`src/rtl/int_ctrl_pkg.sv`:
```
// Shared constants for the interrupt controller: register map, FSM states,
// source count and CTRL bit positions.
package int_ctrl_pkg;

  localparam int NSRC = 4;

  localparam logic [2:0] ADDR_CTRL   = 3'd0;
  localparam logic [2:0] ADDR_PEND   = 3'd1;
  localparam logic [2:0] ADDR_EOI    = 3'd2;
  localparam logic [2:0] ADDR_STATUS = 3'd3;
  localparam logic [2:0] ADDR_VEC0   = 3'd4;
  localparam logic [2:0] ADDR_VEC1   = 3'd5;
  localparam logic [2:0] ADDR_VEC2   = 3'd6;
  localparam logic [2:0] ADDR_VEC3   = 3'd7;

  localparam int CTRL_GEN_BIT  = 0;
  localparam int CTRL_MASK_LSB = 4;

  typedef enum logic [1:0] {
    ST_IDLE    = 2'd0,
    ST_REQ     = 2'd1,
    ST_SERVICE = 2'd2
  } state_e;

endpackage

```
`src/rtl/int_prio_enc.sv`:
```
// Fixed-priority encoder: reports the lowest-index asserted request.
module int_prio_enc
  import int_ctrl_pkg::*;
(
  input  logic [NSRC-1:0] req_i,
  output logic [1:0]      idx_o,
  output logic            valid_o
);

  always_comb begin
    idx_o   = '0;
    valid_o = |req_i;
    // Scan from the top so the lowest set index is the last one written.
    for (int i = NSRC - 1; i >= 0; i--) begin
      if (req_i[i]) idx_o = 2'(i);
    end
  end

endmodule

```
`src/rtl/int_controller.sv`:
```
// Memory-mapped interrupt controller: edge capture, fixed priority, one-cycle
// request to the core, and a service lockout released by an EOI write.
module int_controller
  import int_ctrl_pkg::*;
(
  input  logic            clock,
  input  logic            reset,
  input  logic [NSRC-1:0] irq_in,
  input  logic            sel,
  input  logic [2:0]      addr,
  input  logic            w_en,
  input  logic [7:0]      w_data,
  output logic [7:0]      r_data,
  output logic            int_req,
  output logic [7:0]      int_en,
  output logic [7:0]      int_vec
);

  logic [7:0]      ctrl_q, ctrl_d;
  logic [NSRC-1:0] pend_q, pend_d;
  logic [NSRC-1:0] prev_q;
  logic [7:0]      vec_q [NSRC];
  logic [1:0]      id_q;
  state_e          state_q;
  logic            int_req_q;
  logic [7:0]      int_vec_q;

  logic            wr, wr_ctrl, wr_pend, wr_eoi, wr_vec;
  logic [NSRC-1:0] rise, elig, clr_mask, w1c;
  logic [1:0]      win_idx;
  logic            win_vld;

  assign wr      = sel & w_en;
  assign wr_ctrl = wr && (addr == ADDR_CTRL);
  assign wr_pend = wr && (addr == ADDR_PEND);
  assign wr_eoi  = wr && (addr == ADDR_EOI);
  assign wr_vec  = wr && addr[2];

  assign rise = irq_in & ~prev_q;
  assign elig = ctrl_q[CTRL_GEN_BIT] ? (pend_q & ctrl_q[CTRL_MASK_LSB +: NSRC]) : '0;

  // The accepted source clears on the REQ->SERVICE edge; a coincident new
  // edge (or a coincident W1C) loses to the set term.
  assign clr_mask = ((state_q == ST_REQ) && ctrl_q[CTRL_GEN_BIT]) ? (NSRC'(1) << id_q) : '0;
  assign w1c      = wr_pend ? w_data[NSRC-1:0] : '0;
  assign pend_d   = (pend_q & ~clr_mask & ~w1c) | rise;

  assign ctrl_d = wr_ctrl ? {w_data[7:4], 3'b000, w_data[CTRL_GEN_BIT]} : ctrl_q;

  int_prio_enc u_prio (
    .req_i   (elig),
    .idx_o   (win_idx),
    .valid_o (win_vld)
  );

  always_ff @(posedge clock or posedge reset) begin
    if (reset) begin
      ctrl_q <= '0;
      pend_q <= '0;
      prev_q <= '0;
      for (int i = 0; i < NSRC; i++) vec_q[i] <= '0;
    end else begin
      ctrl_q <= ctrl_d;
      pend_q <= pend_d;
      prev_q <= irq_in;
      for (int i = 0; i < NSRC; i++) begin
        if (wr_vec && (addr[1:0] == 2'(i))) vec_q[i] <= w_data;
      end
    end
  end

  always_ff @(posedge clock or posedge reset) begin
    if (reset) begin
      state_q   <= ST_IDLE;
      int_req_q <= 1'b0;
      int_vec_q <= '0;
      id_q      <= '0;
    end else begin
      int_req_q <= 1'b0;
      case (state_q)
        ST_IDLE: begin
          if (win_vld) begin
            state_q   <= ST_REQ;
            int_req_q <= 1'b1;
            int_vec_q <= vec_q[win_idx];
            id_q      <= win_idx;
          end
        end
        // Global enable still set during the request cycle means the core took it.
        ST_REQ:     state_q <= ctrl_q[CTRL_GEN_BIT] ? ST_SERVICE : ST_IDLE;
        ST_SERVICE: if (wr_eoi) state_q <= ST_IDLE;
        default:    state_q <= ST_IDLE;
      endcase
    end
  end

  always_comb begin
    r_data = '0;
    if (sel) begin
      case (addr)
        ADDR_CTRL:   r_data = ctrl_q;
        ADDR_PEND:   r_data = {{(8-NSRC){1'b0}}, pend_q};
        ADDR_EOI:    r_data = '0;
        ADDR_STATUS: r_data = {(state_q == ST_SERVICE), 5'b00000, id_q};
        ADDR_VEC0:   r_data = vec_q[0];
        ADDR_VEC1:   r_data = vec_q[1];
        ADDR_VEC2:   r_data = vec_q[2];
        ADDR_VEC3:   r_data = vec_q[3];
        default:     r_data = '0;
      endcase
    end
  end

  assign int_req = int_req_q;
  assign int_en  = ctrl_q;
  assign int_vec = int_vec_q;

endmodule

```
`config.mk`:
```
export PLATFORM = sky130hd
export DESIGN_NAME = int_controller
export DESIGN_NICKNAME = d
export VERILOG_FILES = /design/src/rtl/int_ctrl_pkg.sv /design/src/rtl/int_prio_enc.sv /design/src/rtl/int_controller.sv
export SDC_FILE = /design/constraint.sdc
export NUM_CORES = 1
export LEC_CHECK = 0
export CORE_MARGIN = 2
export CORE_UTILIZATION = 50
export CTS_CLUSTER_SIZE = 8
export DETAILED_ROUTE_END_ITERATION = 10
export PLACE_DENSITY_LB_ADDON = 0.25
export REMOVE_ABC_BUFFERS = 1
export SLEW_MARGIN = 20
export SYNTH_ARGS = -nofsm -noshare
export SYNTH_HDL_FRONTEND = slang
export SYNTH_SLANG_ARGS = --single-unit
```
`constraint.sdc`:
```
create_clock -name clock -period 2 [get_ports clock]
set_input_delay 0.4 -clock clock [delete_from_list [all_inputs] [get_ports clock]]
set_output_delay 0.4 -clock clock [all_outputs]
set_load 0.005 [all_outputs]
```
==> impl_results.md, run 1 <==
* Status: complete, no violations
* Sw Pwr at 1.43 mW
* Yosys cell types at 50
* Max-cap check violation count at 0
* DRC viols at 0
* P_int at 2.90 mW
* Die X-Extent at 81.7 um
* Cell row count at 28
* Starting density of the core at 51.3%
* Routed WL at 8.80 mm
* CTS sink count at 58
* Switching Share at 33.1%
* Nets at 360
* # setup viols final at 0
* Synthesized cell area at 0.00302 sq mm
* Worst-margin pin slew at 0.571 ns
* Antenna-violating nets left at 0
* Crit path capture type: output pin
* Critical Path Max Stage Delay at 0.51 ns
* Gate power share at 36.1%
* Core area at 0.00589 sq mm
* Final min period at 1.97 ns
* RSZ-0062 raised after global routing: true
* CP Cell Sequence: buf_8, buf_12, buf_8, mux4_2, a22oi_2, nor2b_1, buf_2
* Leak at 1.78 nW
* H-tree levels at 3
* Antenna cells at 0
* Max-slew violations at 0
* Flop pwr share at 40.6%
* Post-synth EDFFs at 0
* Crit path kind: in2out
* Crit Path Max Fanout at 5
* Worst skew pair latency at 0.34 ns
* PortBufs at 40
* Final Instance Count excl. Fillers at 421
* Sequential share of the synthesized area at 48.1%
* Final-report hold violation count at 0
* Share of cells above drive strength 1 at 40.8%
* Crit path required time at 1.60 ns
* CTS Hold Bufs at 0
* Post-synthesis cell count at 256
* CTS tree: yes
* Seq. cell area at 0.00145 sq mm
* GPL Wtd Cong at 0.853
* Synthesis-to-layout area growth at 36.7%
* Clk pwr share at 23.3%
* Vias at 2563
* Gr ovfl total at 0
* Async SR Flop Fraction at 100%
* Hold Crit Class: in2async
* Largest net degree at the start of global routing at 59
* Post-Synthesis Mean Instance Area at 11.8 sq um
* Routed len/inst at 20.9 um
* Initial antenna violation count at 0
* Die Height at 81.7 um
* Synth Flop Type: dfrtp_1
* Gr usage total at 28.3%
* Multi-input gate area at 0.00153 sq mm
* Synth warn at 0
* Inserted Clock Buffers at 9
* Worst-path clk slew at 0.06 ns
* HPWL after DPL at 5.49 mm
* Worst slew margin at 61.8%
* Most used cell, CP: buf_8
* 1st-pass router iterations at 6
* Final hold slack at 0.443 ns
* Buf/Inv on CP at 4
* Dpl cells at 389
* Worst EP arrival at 1.57 ns
* Number of global-route vias before repair at 2576
* Vias per Instance at 6.09
* Slowest-stage cell, CP: mux4_2
* Max Root-Sink Buffers at 2
* Final worst path period share at 98.4%
* Global-route wire length before repair at 13.5 mm
* Iteration-0 DRC Markers at 293
* Boundary pin count at 44
* Clock Skew at 0.00619 ns
* PD cells at 1050 mW/mm^2
* Root buffer cell: clkbuf_8
* Critical Path Source Type: input port
* Max frequency at 508 MHz
* CP top delay family: multiplexers
* Synthesis-stage register bit count at 58
* Filler cell count at 426
* Peak supply drop at 0.625 mV
* Die ar. at 0.00667 sq mm
[cell type report]
cell class	instances	share of cell area (%)
inverter	6	0.546
multi-input combinational	179	37.2
tap	75	2.27
timing repair buffer	87	20.4
clock inverter	2	0.243
clock buffer	14	4.19
sequential	58	35.2
[routing by layer]
| metal | vias to the layer above | GRT usage, % | part of all wire [%] |
|---|---|---|---|
| li1 | 1117 | - | - |
| met1 | 1278 | 40.0 | 42 |
| met2 | 137 | 42.0 | 47 |
| met3 | 31 | 5.71 | 7.5 |
| met4 | 0 | 13.0 | 2.8 |
| met5 | - | 0 | 0 |
[tightest hold or removal path, delay by kind of cell]
family | cells | cell delay (ns)
buffers and inverters | 3 | 0.76
[sequential cells by signal, summed over array words and instances, names as in the netlist]
signal and flops:
vec_q 32, int_vec 8, int_en 5, pend_q 4, prev_q 4, id_q 2
state_q 2, int_req 1
[through the flow]
| stage | util, % | area [sq um] | setup TNS [ns] | setup WS (ns) | power [mW] |
|---|---|---|---|---|---|
| floorplan | - | 2920 | 0 | 0.172 | 2.43 |
| global placement | 63.0 | 3710 | -10.80 | -0.730 | 3.11 |
| detailed placement | 63.0 | 3710 | -12.06 | -0.744 | 3.15 |
| CTS | 69.7 | 4100 | 0 | 0.00238 | 4.25 |
| global route | 70.1 | 4130 | -0.0574 | -0.0451 | 4.56 |
| finish | 70.1 | 4130 | 0 | 0.0329 | 4.34 |
[worst paths after layout]
check / start / cells after the start / endpoint / slack [ns]
min: reset / 3 / vec_q[25] / 0.44
max: addr[0] / 7 / r_data[5] / 0.03
max in group asynchronous: reset / 3 / vec_q[14] / 1.31
min in group clock: irq_in[3] / 1 / prev_q[3] / 0.53
min reg2reg: vec_q[10] / 1 / vec_q[10] / 0.54
max reg2reg: int_en[6] / 5 / id_q[0] / 0.27
[synth_stat cells (4+ instances only)]
master	n	share of area, %
a21oi_1	9	1.5
nand3_1	9	1.5
a21o_1	9	2.2
dfrtp_1	58	48
buf_2	4	0.66
mux2i_1	4	1.3
nor2_1	14	1.7
inv_1	6	0.75
a31oi_1	8	1.7
mux2_2	38	14
a22oi_1	14	3.5
nand2_1	10	1.2
nor2b_1	7	1.5
o21ai_0	13	2.2
[placed cells by master (no fill, tap or decap), types with 2 or more instances in the layout]
master	Yosys	layout
dfrtp_1	58	58
mux2_2	38	38
buf_4	3	36
clkdlybuf4s50_1	0	29
nor2_1	14	14
o21ai_0	13	12
clkbuf_8	0	12
nand2_1	10	10
a22oi_1	14	10
a21o_1	9	9
nand3_1	9	9
buf_2	4	9
a31oi_1	8	8
nor2b_1	7	7
a21oi_1	9	6
mux4_2	3	6
inv_1	6	5
buf_12	0	5
a22oi_2	0	4
mux2i_1	4	4
nor3_4	2	3
a21oi_2	0	3
a22o_1	3	3
conb_1	1	3
buf_8	1	3
nor2_2	2	2
nand2b_1	2	2
nor4bb_4	0	2
nor3b_1	2	2
nand3b_1	2	2
clkinv_2	0	2
clkbuf_1	2	2
buf_6	3	2
[what timing repair did]
| item | 4_1_cts | 5_1_grt |
|---|---|---|
| setup buffers | 14 | 1 |
| pin swaps | 13 | 9 |
| cloned | 2 | 0 |
| gates resized for setup | 64 | 9 |
| endpoints found under the setup margin | 8 | 10 |
[kinds of logic after synthesis]
group	Yosys count	synth area share, %
and+or+nand+nor	65	13.2
AOI/OAI and AO/OA	63	13.9
DFF	58	48.1
muxes	48	20.4
buffers and inverters	21	4.31
other	1	0.124
[power groups by stage]
stage | sequential [mW] | combinational (mW) | clock (mW)
floorplan | 1.72 | 0.717 | 0
global placement | 1.75 | 1.35 | 0
detailed placement | 1.76 | 1.38 | 0
CTS | 1.74 | 1.50 | 1.01
global route | 1.79 | 1.69 | 1.07
finish | 1.76 | 1.56 | 1.01
(Power assumes the default switching activity.)
==> run 2: changes to the inputs <==
--- a/config.mk
+++ b/config.mk
@@ -5,8 +5,9 @@
 export SDC_FILE = /design/constraint.sdc
 export NUM_CORES = 1
 export LEC_CHECK = 0
+export CORE_ASPECT_RATIO = 1.2
 export CORE_MARGIN = 2
-export CORE_UTILIZATION = 50
+export CORE_UTILIZATION = 54
 export CTS_CLUSTER_SIZE = 8
 export DETAILED_ROUTE_END_ITERATION = 10
 export PLACE_DENSITY_LB_ADDON = 0.25
==> impl_results.md, run 2 (synthesis gave the netlist of run 1 again) <==
* Global-route wire length before repair at 14.8 mm
* Gr usage total at 32.8%
* Final Cell Area at 0.00424 sq mm
* Clock Skew at 0.00718 ns
* Multi-input gate area at 0.00154 sq mm
* CTS sink count at 58
* Most frequent cells in the layout: dfrtp_1 (58), buf_4 (49), mux2_2 (37), clkdlybuf4s50_1 (29), nor2_1 (13)
* Iteration-0 DRC Markers at 289
* Vias per Instance at 6.27
* HPWL after DPL at 5.53 mm
* Routed len/inst at 22.1 um
* Antenna-violating nets left at 0
* Die X-Extent at 72.2 um
* Crit path capture type: output pin
* Worst slew margin at 61.0%
* Worst-path clk slew at 0.07 ns
* Die Height at 85.9 um
* Filler cell count at 305
* 1st-pass router iterations at 5
* Crit path required time at 1.60 ns
* Max Root-Sink Buffers at 2
* Crit Path Max Fanout at 3
* Gr ovfl total at 0
* GPL Wtd Cong at 0.869
* Max reg flops at 32
* RSZ-0062 raised after global routing: true
* Share of cells above drive strength 1 at 43.6%
* Number of global-route vias before repair at 2765
* Peak supply drop at 0.839 mV
* Cell row count at 29
* Cell area after placement at 0.00373 sq mm
* Final min period at 1.99 ns
* Largest net degree at the start of global routing at 59
* Final worst path period share at 99.4%
* Nets at 373
* Dpl ws at -0.754 ns
* Final worst setup slack at 0.0129 ns
* # setup viols final at 0
* Worst skew pair latency at 0.35 ns
* PortBufs at 40
* Starting density of the core at 56.6%
* Antenna cells at 0
* Seq. cell area at 0.00145 sq mm
* Max frequency at 503 MHz
* Worst EP arrival at 1.59 ns
* Final Instance Count excl. Fillers at 420
* Status: complete, no violations
* Most common cell after layout, fill and taps aside: dfrtp_1
* Final design utilization at 79.5%
* Die ar. at 0.00620 sq mm
* Routed WL at 9.29 mm
* Hold Crit Class: in2async
* TNS Setup at 0 ns
* Worst-margin pin slew at 0.586 ns
* Initial antenna violation count at 0
* Vias at 2635
* Dpl cells at 382
* Max-slew violations at 0
* Inserted Clock Buffers at 9
* PD cells at 1070 mW/mm^2
* DRC viols at 0
* Synthesis-to-layout area growth at 40.5%
* Largest reg by FF count: vec_q
* CTS tree: yes
* Max-cap check violation count at 0
* CTS Hold Bufs at 0
* Core area at 0.00533 sq mm
* Boundary pin count at 44
* Crit path kind: reg2out
* Final-report hold violation count at 0
* H-tree levels at 3
* Leak at 1.86 nW
* Critical Path Source Type: flop
* Root buffer cell: clkbuf_8
[run 2: layout make-up]
class / instances / area share [%]
multi-input combinational: 179 / 36.3
sequential: 58 / 34.2
timing repair buffer: 100 / 22.3
clock buffer: 13 / 3.98
tap: 62 / 1.83
clock inverter: 2 / 0.826
inverter: 6 / 0.531
[run 2: metrics by stage]
stage / hold slack, ns / total power [mW]
2_1_floorplan: 0.431 / 2.43
3_3_place_gp: 0.508 / 3.11
3_5_place_dp: 0.520 / 3.16
4_1_cts: 0.431 / 4.45
5_1_grt: 0.455 / 4.76
6_report: 0.419 / 4.55
[run 2: timing repair]
item | in CTS | in global routing
pin swaps | 12 | 4
setup endpoints to repair | 8 | 7
endpoints found under the hold margin | 0 | 0
buffers inserted | 19 | 3
resized for setup | 74 | 9
gates cloned | 2 | 0
[run 2: worst max-delay path: stages, from the launching register on]
cell and delay [ns]:
dfrtp_1 0.41, mux4_2 0.48, a21oi_2 0.16, nor2b_1 0.06, buf_2 0.12
[run 2: layer usage]
| metal | up-vias | wire [um] | GRT usage, % |
|---|---|---|---|
| li1 | 1138 | - | - |
| met1 | 1304 | 3650 | 41.1 |
| met2 | 148 | 4500 | 50.0 |
| met3 | 45 | 673 | 8.70 |
| met4 | 0 | 472 | 20.9 |
| met5 | - | 0 | 0 |
[run 2: report_power, final]
part | leakage (nW) | internal (mW) | switching (mW)
Sequential | 0.693 | 1.50 | 0.251
Clock | 0.106 | 0.669 | 0.483
Combinational | 1.06 | 0.900 | 0.748
Total | 1.86 | 3.07 | 1.48
[run 2: worst paths after layout]
check,from,endpoint,slack [ns],depth (start not counted)
setup / recovery,vec_q[17],r_data[1],0.01,4
hold / removal,reset,vec_q[10],0.42,3
setup reg to reg,int_en[6],int_vec[5],0.16,5
hold reg to reg,vec_q[24],vec_q[24],0.53,1
max in group asynchronous,reset,vec_q[21],1.32,3
min in group clock,irq_in[1],prev_q[1],0.51,1
